**config.mk**
```make
export PLATFORM = sky130hd
export DESIGN_NAME = data_mem_arbiter_flat
export DESIGN_NICKNAME = d
export VERILOG_FILES = /design/src/rtl/data_mem_arbiter_pkg.sv /design/src/rtl/data_mem_arbiter_if.sv /design/src/rtl/data_mem_arbiter_rr_arbiter.sv /design/src/rtl/data_mem_arbiter.sv /design/src/flat_wrapper.sv
export SDC_FILE = /design/constraint.sdc
export NUM_CORES = 1
export LEC_CHECK = 0
export CORE_AREA = 5 5 96 98
export DETAILED_ROUTE_END_ITERATION = 8
export DIE_AREA = 0 0 101 103
export PLACE_DENSITY = 0.88
export SYNTH_ARGS = -nofsm -noshare
export SYNTH_HDL_FRONTEND = slang
export SYNTH_SLANG_ARGS = --single-unit
```
**constraint.sdc**
```tcl
create_clock -name clk -period 4.3 [get_ports clk]
set_input_delay 0.86 -clock clk [delete_from_list [all_inputs] [get_ports clk]]
set_output_delay 0.86 -clock clk [all_outputs]
set_load 0.03 [all_outputs]
```
**src/rtl/data_mem_arbiter_pkg.sv**
```systemverilog
// Shared definitions for the data memory arbiter.
//   state_e     : arbiter FSM states (IDLE, ACCESS, RDATA, RESP)
//   DEF_WIDTH   : default data word width
//   DEF_DEPTH   : default RAM depth in words
package data_mem_arbiter_pkg;

  localparam int DEF_WIDTH = 12;
  localparam int DEF_DEPTH = 4096;

  typedef enum logic [1:0] {
    IDLE   = 2'd0,
    ACCESS = 2'd1,
    RDATA  = 2'd2,
    RESP   = 2'd3
  } state_e;

endpackage

```
**src/rtl/data_mem_arbiter_if.sv**
```systemverilog
// Core-side and RAM-side bus of the data memory arbiter.
//   req/reqWrEn/reqAddr/reqData : per-core requests (core i at slice i)
//   ack/rdData/busy             : completion pulse, load data, FSM activity
//   mem_wrEn/mem_addr/mem_dataIn/mem_dataOut : single-port RAM
// slave modport is the arbiter; master modport is the cores + RAM.
interface data_mem_arbiter_if import data_mem_arbiter_pkg::*; #(
  parameter int CORES      = 4,
  parameter int WIDTH      = DEF_WIDTH,
  parameter int ADDR_WIDTH = $clog2(DEF_DEPTH)
);
  logic [CORES-1:0]            req;
  logic [CORES-1:0]            reqWrEn;
  logic [CORES*ADDR_WIDTH-1:0] reqAddr;
  logic [CORES*WIDTH-1:0]      reqData;
  logic [CORES-1:0]            ack;
  logic [WIDTH-1:0]            rdData;
  logic                        busy;
  logic                        mem_wrEn;
  logic [ADDR_WIDTH-1:0]       mem_addr;
  logic [WIDTH-1:0]            mem_dataIn;
  logic [WIDTH-1:0]            mem_dataOut;

  modport slave (
    input  req, reqWrEn, reqAddr, reqData, mem_dataOut,
    output ack, rdData, busy, mem_wrEn, mem_addr, mem_dataIn
  );

  modport master (
    output req, reqWrEn, reqAddr, reqData, mem_dataOut,
    input  ack, rdData, busy, mem_wrEn, mem_addr, mem_dataIn
  );
endinterface

```
**src/rtl/data_mem_arbiter_rr_arbiter.sv**
```systemverilog
// Combinational round-robin search.
//   req   : request vector
//   ptr   : index where the search starts
//   grant : one-hot winner
//   idx   : encoded winner index
//   any   : at least one request present
module data_mem_arbiter_rr_arbiter #(
  parameter int CORES = 4,
  parameter int IDX_W = (CORES > 1) ? $clog2(CORES) : 1
) (
  input  logic [CORES-1:0] req,
  input  logic [IDX_W-1:0] ptr,
  output logic [CORES-1:0] grant,
  output logic [IDX_W-1:0] idx,
  output logic             any
);
  logic [IDX_W-1:0] pos;

  always_comb begin
    grant = '0;
    idx   = '0;
    any   = 1'b0;
    pos   = '0;
    for (int unsigned k = 0; k < CORES; k++) begin
      pos = IDX_W'((32'(ptr) + k) % CORES);
      if (!any && req[pos]) begin
        any        = 1'b1;
        grant[pos] = 1'b1;
        idx        = pos;
      end
    end
  end
endmodule

```
**src/rtl/data_mem_arbiter.sv**
```systemverilog
// Round-robin front end for a single-port data RAM shared by CORES cores.
//   clk, rst : clock, asynchronous active-high reset
//   bus      : slave side of data_mem_arbiter_if (core requests, ack,
//              rdData, busy and the registered RAM port)
// One transaction at a time: IDLE -> ACCESS -> RESP for stores,
// IDLE -> ACCESS -> RDATA -> RESP for loads; ack pulses during RESP.
module data_mem_arbiter import data_mem_arbiter_pkg::*; #(
  parameter int CORES      = 4,
  parameter int WIDTH      = DEF_WIDTH,
  parameter int DEPTH      = DEF_DEPTH,
  parameter int ADDR_WIDTH = $clog2(DEPTH)
) (
  input logic               clk,
  input logic               rst,
  data_mem_arbiter_if.slave bus
);
  localparam int IDX_W = (CORES > 1) ? $clog2(CORES) : 1;

  state_e                state_q, state_d;
  logic [IDX_W-1:0]      ptr_q, ptr_d;
  logic [IDX_W-1:0]      winner_q, winner_d;
  logic [CORES-1:0]      winner_oh_q, winner_oh_d;
  logic                  wr_q, wr_d;
  logic [CORES-1:0]      ack_q, ack_d;
  logic                  busy_q, busy_d;
  logic [WIDTH-1:0]      rd_data_q, rd_data_d;
  logic                  mem_wr_en_q, mem_wr_en_d;
  logic [ADDR_WIDTH-1:0] mem_addr_q, mem_addr_d;
  logic [WIDTH-1:0]      mem_data_in_q, mem_data_in_d;

  logic [CORES-1:0]      gnt_oh;
  logic [IDX_W-1:0]      gnt_idx;
  logic                  gnt_any;

  data_mem_arbiter_rr_arbiter #(
    .CORES (CORES),
    .IDX_W (IDX_W)
  ) u_rr (
    .req   (bus.req),
    .ptr   (ptr_q),
    .grant (gnt_oh),
    .idx   (gnt_idx),
    .any   (gnt_any)
  );

  always_comb begin
    state_d       = state_q;
    ptr_d         = ptr_q;
    winner_d      = winner_q;
    winner_oh_d   = winner_oh_q;
    wr_d          = wr_q;
    ack_d         = '0;
    rd_data_d     = rd_data_q;
    mem_wr_en_d   = 1'b0;
    mem_addr_d    = mem_addr_q;
    mem_data_in_d = mem_data_in_q;

    unique case (state_q)
      IDLE: begin
        if (gnt_any) begin
          winner_d      = gnt_idx;
          winner_oh_d   = gnt_oh;
          wr_d          = bus.reqWrEn[gnt_idx];
          mem_wr_en_d   = bus.reqWrEn[gnt_idx];
          mem_addr_d    = bus.reqAddr[gnt_idx*ADDR_WIDTH +: ADDR_WIDTH];
          mem_data_in_d = bus.reqData[gnt_idx*WIDTH +: WIDTH];
          state_d       = ACCESS;
        end
      end
      ACCESS: begin
        // ack is registered, so it is loaded on the edge entering RESP.
        if (wr_q) begin
          ack_d   = winner_oh_q;
          state_d = RESP;
        end else begin
          state_d = RDATA;
        end
      end
      RDATA: begin
        rd_data_d = bus.mem_dataOut;
        ack_d     = winner_oh_q;
        state_d   = RESP;
      end
      RESP: begin
        if (32'(winner_q) == 32'(CORES - 1)) ptr_d = '0;
        else                                 ptr_d = winner_q + IDX_W'(1);
        state_d = IDLE;
      end
      default: state_d = IDLE;
    endcase

    busy_d = (state_d != IDLE);
  end

  always_ff @(posedge clk or posedge rst) begin
    if (rst) begin
      state_q       <= IDLE;
      ptr_q         <= '0;
      winner_q      <= '0;
      winner_oh_q   <= '0;
      wr_q          <= 1'b0;
      ack_q         <= '0;
      busy_q        <= 1'b0;
      rd_data_q     <= '0;
      mem_wr_en_q   <= 1'b0;
      mem_addr_q    <= '0;
      mem_data_in_q <= '0;
    end else begin
      state_q       <= state_d;
      ptr_q         <= ptr_d;
      winner_q      <= winner_d;
      winner_oh_q   <= winner_oh_d;
      wr_q          <= wr_d;
      ack_q         <= ack_d;
      busy_q        <= busy_d;
      rd_data_q     <= rd_data_d;
      mem_wr_en_q   <= mem_wr_en_d;
      mem_addr_q    <= mem_addr_d;
      mem_data_in_q <= mem_data_in_d;
    end
  end

  assign bus.ack        = ack_q;
  assign bus.busy       = busy_q;
  assign bus.rdData     = rd_data_q;
  assign bus.mem_wrEn   = mem_wr_en_q;
  assign bus.mem_addr   = mem_addr_q;
  assign bus.mem_dataIn = mem_data_in_q;
endmodule

```
**src/flat_wrapper.sv**
```systemverilog
// flat-port wrapper written by rule: the top's interface ports become plain ports
module data_mem_arbiter_flat import data_mem_arbiter_pkg::*;
#(
  parameter int CORES      = 4,
  parameter int WIDTH      = DEF_WIDTH,
  parameter int DEPTH      = DEF_DEPTH,
  parameter int ADDR_WIDTH = $clog2(DEPTH)
)
  (clk, rst, bus_req, bus_reqWrEn, bus_reqAddr, bus_reqData, bus_mem_dataOut, bus_ack, bus_rdData, bus_busy, bus_mem_wrEn, bus_mem_addr, bus_mem_dataIn);
  data_mem_arbiter_if #(.CORES(CORES), .WIDTH(WIDTH), .ADDR_WIDTH(ADDR_WIDTH)) bus_i ();
  input logic clk;
  input logic rst;
  input wire logic [$bits(bus_i.req)-1:0] bus_req;
  input wire logic [$bits(bus_i.reqWrEn)-1:0] bus_reqWrEn;
  input wire logic [$bits(bus_i.reqAddr)-1:0] bus_reqAddr;
  input wire logic [$bits(bus_i.reqData)-1:0] bus_reqData;
  input wire logic [$bits(bus_i.mem_dataOut)-1:0] bus_mem_dataOut;
  output wire logic [$bits(bus_i.ack)-1:0] bus_ack;
  output wire logic [$bits(bus_i.rdData)-1:0] bus_rdData;
  output wire logic [$bits(bus_i.busy)-1:0] bus_busy;
  output wire logic [$bits(bus_i.mem_wrEn)-1:0] bus_mem_wrEn;
  output wire logic [$bits(bus_i.mem_addr)-1:0] bus_mem_addr;
  output wire logic [$bits(bus_i.mem_dataIn)-1:0] bus_mem_dataIn;
  assign bus_i.req = bus_req;
  assign bus_i.reqWrEn = bus_reqWrEn;
  assign bus_i.reqAddr = bus_reqAddr;
  assign bus_i.reqData = bus_reqData;
  assign bus_i.mem_dataOut = bus_mem_dataOut;
  assign bus_ack = bus_i.ack;
  assign bus_rdData = bus_i.rdData;
  assign bus_busy = bus_i.busy;
  assign bus_mem_wrEn = bus_i.mem_wrEn;
  assign bus_mem_addr = bus_i.mem_addr;
  assign bus_mem_dataIn = bus_i.mem_dataIn;
  data_mem_arbiter #(.CORES(CORES), .WIDTH(WIDTH), .DEPTH(DEPTH), .ADDR_WIDTH(ADDR_WIDTH)) u_core (.clk(clk), .rst(rst), .bus(bus_i));
endmodule
```
==> results of run 1 <==
[placed cells by master, fill, tap and decap left out, drive strengths merged, types with 3 or more instances in the layout]
cell           count
clkbuf             6
a22oi              5
and2               5
a221oi            28
nand2              9
nor2              32
clkdlybuf4s50    159
inv                5
o21ai             10
ha                13
nor2b              7
a21oi              3
dfrtp             53
buf                7
mux2              14
mux2i             52
[worst reg2reg max path, cell delays in order, from the launching register on]
cell and delay (ns):
dfrtp_1 0.75, inv_1 0.30, ha_1 0.56, mux4_2 0.46
o21bai_1 0.23, a31oi_4 0.26, buf_4 0.47, mux2i_1 0.20
a221oi_2 0.29
[cell type report]
type / count / share of cell area (%)
tap: 108 / 2.70
clock inverter: 2 / 0.200
inverter: 5 / 0.375
timing repair buffer: 166 / 33.1
sequential: 53 / 26.5
multi-input combinational: 200 / 35.7
clock buffer: 6 / 1.45
[sequential cells by signal (all words and copies together) (netlist names)]
name	cells
u_core.bus.mem_wrEn	1
u_core.bus.ack	4
u_core.bus.mem_dataIn	12
u_core.ptr_q	2
u_core.state_q	2
u_core.bus.rdData	12
u_core.wr_q	1
u_core.winner_oh_q	4
u_core.bus.mem_addr	12
u_core.winner_q	2
u_core.bus.busy	1
[metal layers]
metal / global-route usage, % / up-vias / routed length, um
li1: - / 1345 / -
met1: 23.2 / 1338 / 3980
met2: 31.6 / 99 / 4990
met3: 3.11 / 8 / 654
met4: 4.29 / 0 / 95
met5: 0 / - / 0
[metrics by stage]
step,power [uW],instance area (um2),setup WS (ns)
floorplan,2660,3260,1.18
global placement,3300,4920,0.773
detailed placement,3390,4920,0.647
CTS,3660,5000,0.723
global route,3880,5000,0.387
finish,3630,5000,0.712
[power by group]
group	internal (uW)	switching [uW]	leakage, uW
clock	113	160	0.0000450
sequential	737	159	0.000620
combinational	1140	1320	0.00149
[worst max-delay path by stage]
stage	cells after the start	to	slack, ns	from
finish	8	u_core.bus.mem_addr[10]	0.71	u_core.ptr_q[0]
global route	8	u_core.bus.mem_addr[7]	0.39	u_core.ptr_q[0]
CTS	8	u_core.bus.mem_addr[10]	0.72	u_core.ptr_q[0]
detailed placement	8	u_core.bus.mem_addr[10]	0.65	bus_req[1]
global placement	8	u_core.bus.mem_addr[7]	0.77	bus_req[1]
floorplan	9	u_core.wr_q	1.18	u_core.ptr_q[0]
[cell families after synthesis]
group,share of synthesized area [%]
buffers and inverters,5.07
and+or+nand+nor,8.99
DFF,40.7
muxes,22.3
adders and majority gates,4.99
AOI/OAI and AO/OA,17.9
==> flow_metrics.py, run 1 <==
metrics = {
    "status": {
        "status": "finished, final reports clean",
    },
    "final_layout": {
        "fin_cells": 540,
        "n_fill_cell": 681,
        "synthToLayoutAreaGrowth_pct": 53.6,
        "fin_nets": 562,
        "multi_input_area_mm2": 0.00178,
        "drive_gt1_share_pct": 13.0,
        "diodes": 0,
        "ff_latch_area_mm2": 0.00133,
        "utilization_pct": 59.7,
    },
    "logic_synthesis": {
        "async_reset_ff_share_pct": 100,
        "avgSynthCellArea_um2": 11.7,
        "synthTopCellsByCount": "dfrtp_1, mux2i_1, nor2_1",
        "ys_seq_area_share_pct": 40.7,
        "syn_inst": 279,
        "synth_edf_count": 0,
        "synth_largest_area_cell": "dfrtp_1",
        "syn-cell-area_mm2": 0.00326,
        "synth.top_cell.area_share_pct": 40.7,
        "synthTopCellsByArea": "dfrtp_1, mux2i_1, a221oi_2",
        "yosys_warnings": 0,
        "yosysMostFrequentCell": "dfrtp_1",
        "synth_cell_types": 41,
        "yosys_most_used_dff": "dfrtp_1",
        "synth_seq_cells": 53,
        "syn_nets": 410,
    },
    "drt": {
        "totalWireLength_mm": 9.72,
        "drt_first_pass_iters": 4,
        "drc": 0,
        "viasPerCell": 5.17,
        "wl_per_cell_um": 18.0,
        "num_vias": 2790,
        "drt_iter0_markers": 94,
        "drtAntennaViolNets": 0,
    },
    "grt": {
        "antenna_found_initial": 0,
        "first_global_vias": 2867,
        "track_usage_pct": 18.0,
        "grt_pass1_wl_mm": 14.9,
        "overflow": 0,
        "grt_max_degree": 54,
    },
    "sta": {
        "hold_viol_final": 0,
        "rsz0062_at_grt": "false",
        "fin_setup_tns_ns": 0,
        "clock_skew_ns": 0.00946,
        "relSlewSlack_pct": 28.0,
        "setup_viol": 0,
        "tightestPinTransition_ns": 1.08,
        "layout_min_cycle_time_ns": 3.59,
        "fmax_ghz": 0.279,
        "maxSlewViolCount": 0,
        "holdWs_ns": 0.485,
        "fin_crit_sh_pct": 83.4,
    },
    "hold_path": {
        "worstHoldPathType": "reg -> reg",
        "hp-start": "u_core.winner_oh_q[1]",
        "hold_path_depth": 2,
        "min_to": "u_core.winner_oh_q[1]",
    },
    "clocking": {
        "cts_tree": "done",
        "clock_latency_ns": 0.30,
        "numCtsBuffers": 5,
        "postCtsHoldBufs": 0,
        "path_clk_slew_ns": 0.09,
        "htree_levels": 2,
        "post_cts_buffers": 0,
        "clkSinkCount": 53,
        "cts_buffer_depth": 2,
        "root_buffer": "clkbuf_8",
        "cts_resized": 0,
    },
    "placement": {
        "port_buffers": 159,
        "post-dp-hpwl_mm": 7.53,
        "dp.cells": 532,
        "place_congestion": 0.877,
    },
    "setup_path": {
        "reg2regPathDepth": 8,
        "arrival_ns": 3.80,
        "crit_fanout": 29,
        "crit_type": "reg -> reg",
        "required_ns": 4.51,
        "critPathTopFamily": "buffers and inverters",
        "slowest_delay_ns": 0.75,
        "timing.rr.end": "u_core.bus.mem_addr[10]",
        "cp_cell_sequence": "inv_1 -> ha_1 -> mux4_2 -> o21bai_1 -> a31oi_4 -> buf_4 -> mux2i_1 -> a221oi_2",
        "reg2reg_slack_ns": 0.71,
        "setup.worst_path.end_class": "register",
        "startpoint_type": "register",
        "cp_num_buf_inv": 2,
        "slowest_stage": "dfrtp_1",
        "timing.rr.start": "u_core.ptr_q[0]",
    },
    "power_and_ir_drop": {
        "ir_drop_mv": 0.327,
        "p_leak_uw": 0.00216,
        "p_per_area_mw_per_mm2": 726,
    },
    "floorplanning": {
        "initial_utilization_pct": 38.9,
        "die_y_um": 103,
        "num_rows": 34,
        "io_pins": 160,
        "die_area_mm2": 0.0104,
        "die_w_um": 101,
        "core_area_mm2": 0.00838,
    },
    "flow_run": {
        "cap_violations": 0,
    },
}
Note: power is estimated with default switching activity, not from simulation.
==> inputs of run 2 (changes only) <==
--- a/config.mk
+++ b/config.mk
@@ -5,10 +5,10 @@
 export SDC_FILE = /design/constraint.sdc
 export NUM_CORES = 1
 export LEC_CHECK = 0
-export CORE_AREA = 5 5 96 98
+export CORE_AREA = 5 5 100 102
 export DETAILED_ROUTE_END_ITERATION = 8
-export DIE_AREA = 0 0 101 103
-export PLACE_DENSITY = 0.88
+export DIE_AREA = 0 0 105 107
+export PLACE_DENSITY = 0.85
 export SYNTH_ARGS = -nofsm -noshare
 export SYNTH_HDL_FRONTEND = slang
 export SYNTH_SLANG_ARGS = --single-unit
==> constraint.sdc (replaced) <==
create_clock -name clk -period 3.3 [get_ports clk]
set_input_delay 0.66 -clock clk [delete_from_list [all_inputs] [get_ports clk]]
set_output_delay 0.66 -clock clk [all_outputs]
set_load 0.03 [all_outputs]
==> run 2 against run 1 <==
  * Utilization decreased by 2.5 points
  * Global-route usage is 0.70 points lower
  * Non-clock buffer count rose by 14
  * Hold slack worse by 0.0036 ns
  * Via count grew 2.4%
  * Sequential share of layout area is 0.81 points lower
  * Setup slack lost 0.50 ns
==> flow_metrics.py, run 2 (same netlist as run 1, synthesis figures left out) <==
metrics = {
    "grt": {
        "antenna_found_initial": 0,
        "track_usage_pct": 17.3,
        "first_global_vias": 3095,
        "grt_pass1_wl_mm": 16.0,
        "grt_max_degree": 41,
        "overflow": 0,
    },
    "drt": {
        "num_vias": 2858,
        "drtAntennaViolNets": 0,
        "viasPerCell": 5.14,
        "drt_first_pass_iters": 4,
        "drt_iter0_markers": 61,
        "wl_per_cell_um": 17.7,
        "drc": 0,
        "totalWireLength_mm": 9.84,
    },
    "sta": {
        "setup_viol": 0,
        "layout_min_cycle_time_ns": 3.08,
        "tightestPinTransition_ns": 0.832,
        "fin_setup_tns_ns": 0,
        "fin_crit_sh_pct": 93.5,
        "rsz0062_at_grt": "false",
        "maxSlewViolCount": 0,
        "fmax_ghz": 0.324,
        "hold_viol_final": 0,
        "relSlewSlack_pct": 44.5,
        "clock_skew_ns": 0.00770,
    },
    "final_layout": {
        "diodes": 0,
        "mostFrequentLayoutCell": "clkdlybuf4s50_1",
        "drive_gt1_share_pct": 16.0,
        "final_cell_mix": "clkdlybuf4s50_1, dfrtp_1, mux2i_1",
        "synthToLayoutAreaGrowth_pct": 58.5,
        "fin_cells": 556,
        "fin_nets": 576,
    },
    "setup_path": {
        "setup.worst_path.end_class": "register",
        "cp_cell_sequence": "inv_1 -> ha_2 -> mux4_2 -> o21bai_1 -> a31oi_4 -> buf_12 -> buf_4 -> mux2i_1 -> a221oi_2",
        "crit_type": "reg -> reg",
        "crit_fanout": 13,
        "slowest_delay_ns": 0.57,
        "slowest_stage": "dfrtp_1",
        "required_ns": 3.48,
        "startpoint_type": "register",
        "cp_num_buf_inv": 3,
        "critPathTopFamily": "multiplexers",
        "arrival_ns": 3.26,
    },
    "clocking": {
        "clkSinkCount": 53,
        "path_clk_slew_ns": 0.09,
        "cts_resized": 0,
        "cts_buffer_depth": 2,
        "root_buffer": "clkbuf_8",
        "htree_levels": 2,
        "postCtsHoldBufs": 0,
        "post_cts_buffers": 0,
        "clock_latency_ns": 0.30,
        "numCtsBuffers": 5,
        "cts_tree": "done",
    },
    "power_and_ir_drop": {
        "power_uw": 4980,
        "ir_drop_mv": 0.474,
        "p_per_area_mw_per_mm2": 965,
        "p_leak_uw": 0.00225,
    },
    "floorplanning": {
        "initial_utilization_pct": 36.1,
        "die_w_um": 105,
        "num_rows": 35,
        "die_area_mm2": 0.0112,
        "core_area_mm2": 0.00902,
        "io_pins": 160,
        "die_y_um": 107,
    },
    "placement": {
        "post-dp-hpwl_mm": 7.96,
        "place_congestion": 0.875,
        "dp.cells": 549,
        "port_buffers": 159,
    },
    "flow_run": {
        "cap_violations": 0,
    },
    "status": {
        "status": "finished, final reports clean",
    },
    "hold_path": {
        "worstHoldPathType": "reg -> reg",
    },
}
==> run 2: worst register-to-register path: cells and delay by family (launching register included) <==
kind,cells,cell delay [ns]
muxes,2,0.72
AOI/OAI and AO/OA,3,0.61
buffers and inverters,3,0.60
DFF,1,0.57
adders and majority gates,1,0.49
==> run 2: power by group <==
| group | switching [uW] | total, uW | internal [uW] |
|---|---|---|---|
| logic | 1790 | 3420 | 1630 |
| registers | 174 | 1130 | 961 |
| clock network | 210 | 431 | 221 |
| total | 2170 | 4980 | 2810 |
==> run 2: final timing paths <==
| kind | startpoint | end | slack [ns] | depth (start not counted) |
|---|---|---|---|---|
| worst max register to register | u_core.ptr_q[1] | u_core.bus.mem_addr[10] | 0.22 | 9 |
| worst min register to register | u_core.winner_oh_q[3] | u_core.winner_oh_q[3] | 0.48 | 2 |
| min in group asynchronous | rst | u_core.bus.mem_addr[3] | 0.85 | 2 |
| worst max-delay path | u_core.ptr_q[1] | u_core.bus.mem_addr[10] | 0.22 | 9 |
| max in group asynchronous | rst | u_core.bus.mem_dataIn[4] | 1.73 | 3 |
| worst min-delay path | u_core.winner_oh_q[3] | u_core.winner_oh_q[3] | 0.48 | 2 |
==> run 2: metrics by stage <==
stage	instance area [um2]	setup WS, ns	hold WS [ns]	util (%)
floorplan	3260	0.175	0.442	-
global placement	5050	0.153	0.458	56.0
detailed placement	5050	0.0627	0.467	56.0
CTS	5160	0.151	0.490	57.2
global route	5160	0.0160	0.514	57.2
finish	5160	0.215	0.482	57.2
==> run 2: final cells by class <==
cell class	count	area (um2)
fill	755	3860
multi-input combinational	200	1790
timing repair buffer	180	1790
sequential	53	1330
tap	111	139
clock buffer	5	68.8
clock inverter	2	35.0
inverter	5	18.8
==> run 2: layer usage <==
layer / GRT usage [%] / vias to the layer above / share of wire [%]
met5: 0 / - / 0
met4: 5.21 / 0 / 1.9
met3: 3.67 / 12 / 5.3
met2: 31.2 / 87 / 54
met1: 20.6 / 1387 / 39
li1: - / 1372 / -
==> inputs of run 3 (changes only) <==
--- a/config.mk
+++ b/config.mk
@@ -8,7 +8,8 @@
 export CORE_AREA = 5 5 100 102
 export DETAILED_ROUTE_END_ITERATION = 8
 export DIE_AREA = 0 0 105 107
-export PLACE_DENSITY = 0.85
+export PLACE_DENSITY = 0.84
 export SYNTH_ARGS = -nofsm -noshare
 export SYNTH_HDL_FRONTEND = slang
+export SYNTH_HIERARCHICAL = 1
 export SYNTH_SLANG_ARGS = --single-unit
==> constraint.sdc (replaced) <==
create_clock -name clk -period 3.3 [get_ports clk]
set_input_delay 0.66 -clock clk [delete_from_list [all_inputs] [get_ports clk]]
set_output_delay 0.66 -clock clk [all_outputs]
set_load 0.1 [all_outputs]
==> run 3 against run 2 <==
  * Area after synthesis down 4.1%
  * Synthesized cell count down 26%
  * Register-to-register slack better by 0.23 ns
  * Non-clock buffer count down 4
  * Hold slack better by 0.024 ns
  * Fmax down 1.1%
  * Critical path depth down 1
  * Setup slack worse by 0.033 ns
  * First-iteration DRC count down 1.6%
  * Cell count down 12%
  * Die area unchanged
  * Largest cell class unchanged
  * Highest routed layer unchanged
==> flow_metrics.py, run 3 <==
metrics = {
    "drt": {
        "wl_met2_mm": 4.48,
        "drtAntennaViolNets": 0,
        "drc": 0,
        "drt_first_pass_iters": 4,
        "viasPerCell": 5.15,
        "wl_met1_mm": 3.54,
        "route.met3.wl_um": 706,
        "drt_iter0_markers": 60,
        "num_vias": 2514,
        "totalWireLength_mm": 8.81,
        "wl_per_cell_um": 18.1,
        "top_layer_used": "met4",
    },
    "placement": {
        "postPlaceCellArea_mm2": 0.00482,
        "port_buffers": 159,
        "post-dp-hpwl_mm": 7.16,
        "place_congestion": 0.798,
    },
    "setup_path": {
        "crit_type": "in -> reg",
        "startpoint_type": "input port",
        "slowest_delay_ns": 0.56,
        "arrival_ns": 3.31,
        "cp_cell_sequence": "clkdlybuf4s50_1 -> mux4_1 -> and2b_2 -> o21ai_0 -> o31ai_4 -> buf_12 -> mux4_1 -> mux2_2",
        "crit_fanout": 16,
        "slowest_stage": "mux4_1",
        "required_ns": 3.49,
        "setup.worst_path.end_class": "register",
        "crit_top_cell": "mux4_1",
    },
    "final_layout": {
        "utilization_pct": 54.5,
        "diodes": 0,
        "final_cell_mix": "clkdlybuf4s50_1, buf_4, dfrtp_1",
        "drive_gt1_share_pct": 36.3,
        "mostFrequentLayoutCell": "clkdlybuf4s50_1",
        "n_fill_cell": 759,
        "fin_area_mm2": 0.00492,
        "fin_nets": 506,
        "synthToLayoutAreaGrowth_pct": 57.4,
        "ff_latch_area_mm2": 0.00133,
        "multi_input_area_mm2": 0.00168,
    },
    "floorplanning": {
        "io_pins": 160,
        "initial_utilization_pct": 34.6,
        "num_rows": 35,
        "die_area_mm2": 0.0112,
        "die_y_um": 107,
        "core_area_mm2": 0.00902,
        "die_w_um": 105,
    },
    "clocking": {
        "root_buffer": "clkbuf_8",
        "cts_tree": "done",
        "htree_levels": 2,
        "post_cts_buffers": 0,
        "path_clk_slew_ns": 0.09,
        "numCtsBuffers": 5,
        "cts_resized": 0,
        "clkSinkCount": 53,
        "cts_buffer_depth": 2,
        "postCtsHoldBufs": 0,
        "clock_latency_ns": 0.31,
    },
    "sta": {
        "hold_viol_final": 0,
        "tightestPinTransition_ns": 0.676,
        "rsz0062_at_grt": "false",
        "fmax_ghz": 0.321,
        "setup_viol": 0,
        "fin_crit_sh_pct": 94.5,
        "holdWs_ns": 0.505,
        "fin_setup_tns_ns": 0,
        "layout_min_cycle_time_ns": 3.12,
        "relSlewSlack_pct": 54.9,
        "maxSlewViolCount": 0,
        "clock_skew_ns": 0.0137,
    },
    "logic_synthesis": {
        "synth_cell_types": 35,
        "synth_seq_cells": 53,
        "yosysMostFrequentCell": "dfrtp_1",
        "async_reset_ff_share_pct": 100,
        "synth_edf_count": 0,
        "ys_seq_area_share_pct": 42.5,
        "synthTopCellsByCount": "dfrtp_1, mux2_2, mux4_2",
        "syn-cell-area_mm2": 0.00312,
        "yosys_warnings": 6,
        "synth_largest_area_cell": "dfrtp_1",
        "synth.top_cell.area_share_pct": 42.5,
        "avgSynthCellArea_um2": 15.2,
        "yosys_most_used_dff": "dfrtp_1",
        "synthTopCellsByArea": "dfrtp_1, mux2_2, mux4_2",
        "syn_nets": 336,
        "syn_inst": 206,
    },
    "status": {
        "status": "finished, final reports clean",
    },
    "flow_run": {
        "cap_violations": 0,
    },
    "grt": {
        "grt_max_degree": 54,
        "overflow": 0,
        "antenna_found_initial": 0,
        "grt_pass1_wl_mm": 14.2,
        "track_usage_pct": 15.7,
        "first_global_vias": 2703,
    },
    "hold_path": {
        "worstHoldPathType": "reg -> reg",
    },
}
-- run 3: cell count changes after synthesis, sizes merged, moves of 5 or more --
cell	change
mux2	+30
nand2	-7
o21ai	-5
mux2i	-48
buf	-5
nor2	-26
a221oi	-28
and2	-5
nor2b	-6
mux4	+26
-- run 3: worst max-delay path: cells and delay by family --
kind                   cells  cell delay, ns
AOI/OAI and AO/OA          2            0.43
buffers and inverters      2            0.67
muxes                      3            1.30
and+or+nand+nor            1            0.23
-- run 3: worst paths after layout --
path | slack (ns) | start | to | depth (start not counted)
max in group asynchronous | 1.96 | rst | u_core/bus.mem_addr[10] | 3
min reg2reg | 0.51 | u_core/winner_oh_q[1] | u_core/winner_oh_q[1] | 1
max reg2reg | 0.45 | u_core/ptr_q[1] | u_core/bus.mem_addr[9] | 8
min in group asynchronous | 0.88 | rst | u_core/bus.rdData[4] | 3
max | 0.18 | bus_req[2] | u_core/bus.mem_addr[9] | 8
min | 0.51 | u_core/winner_oh_q[1] | u_core/winner_oh_q[1] | 1
-- run 3: cell type report --
| class | instances | area share (%) |
|---|---|---|
| clock buffer | 6 | 1.68 |
| clock inverter | 2 | 0.331 |
| inverter | 6 | 0.458 |
| multi-input combinational | 134 | 34.1 |
| sequential | 53 | 27.0 |
| tap | 111 | 2.83 |
| timing repair buffer | 176 | 33.6 |
-- run 3: cells by family (layout without fill, tap and decap cells) --
logic type,after synthesis,count (layout),share of synthesized area [%]
simple gates,21,21,4.45
mux,76,76,38.3
compound gates,25,25,5.73
fa+ha+maj,12,12,4.81
flops,53,53,42.5
buf+inv,19,190,4.25
-- run 3: per-stage QoR --
stage | setup WS (ns) | cells
floorplan | 0.306 | 206
global route | 0.0548 | 488
CTS | 0.194 | 488
finish | 0.183 | 488
detailed placement | -0.137 | 480
global placement | -0.0582 | 480
-- run 3: per-layer routing --
| layer | track usage, % | vias up |
|---|---|---|
| met5 | 0 | - |
| met4 | 4.11 | 0 |
| met3 | 4.52 | 6 |
| met2 | 27.2 | 105 |
| met1 | 19.2 | 1257 |
| li1 | - | 1146 |
Power of run 3 is not shown: default switching activity piles up to over one toggle a cycle in this logic, so the estimate is an artifact.
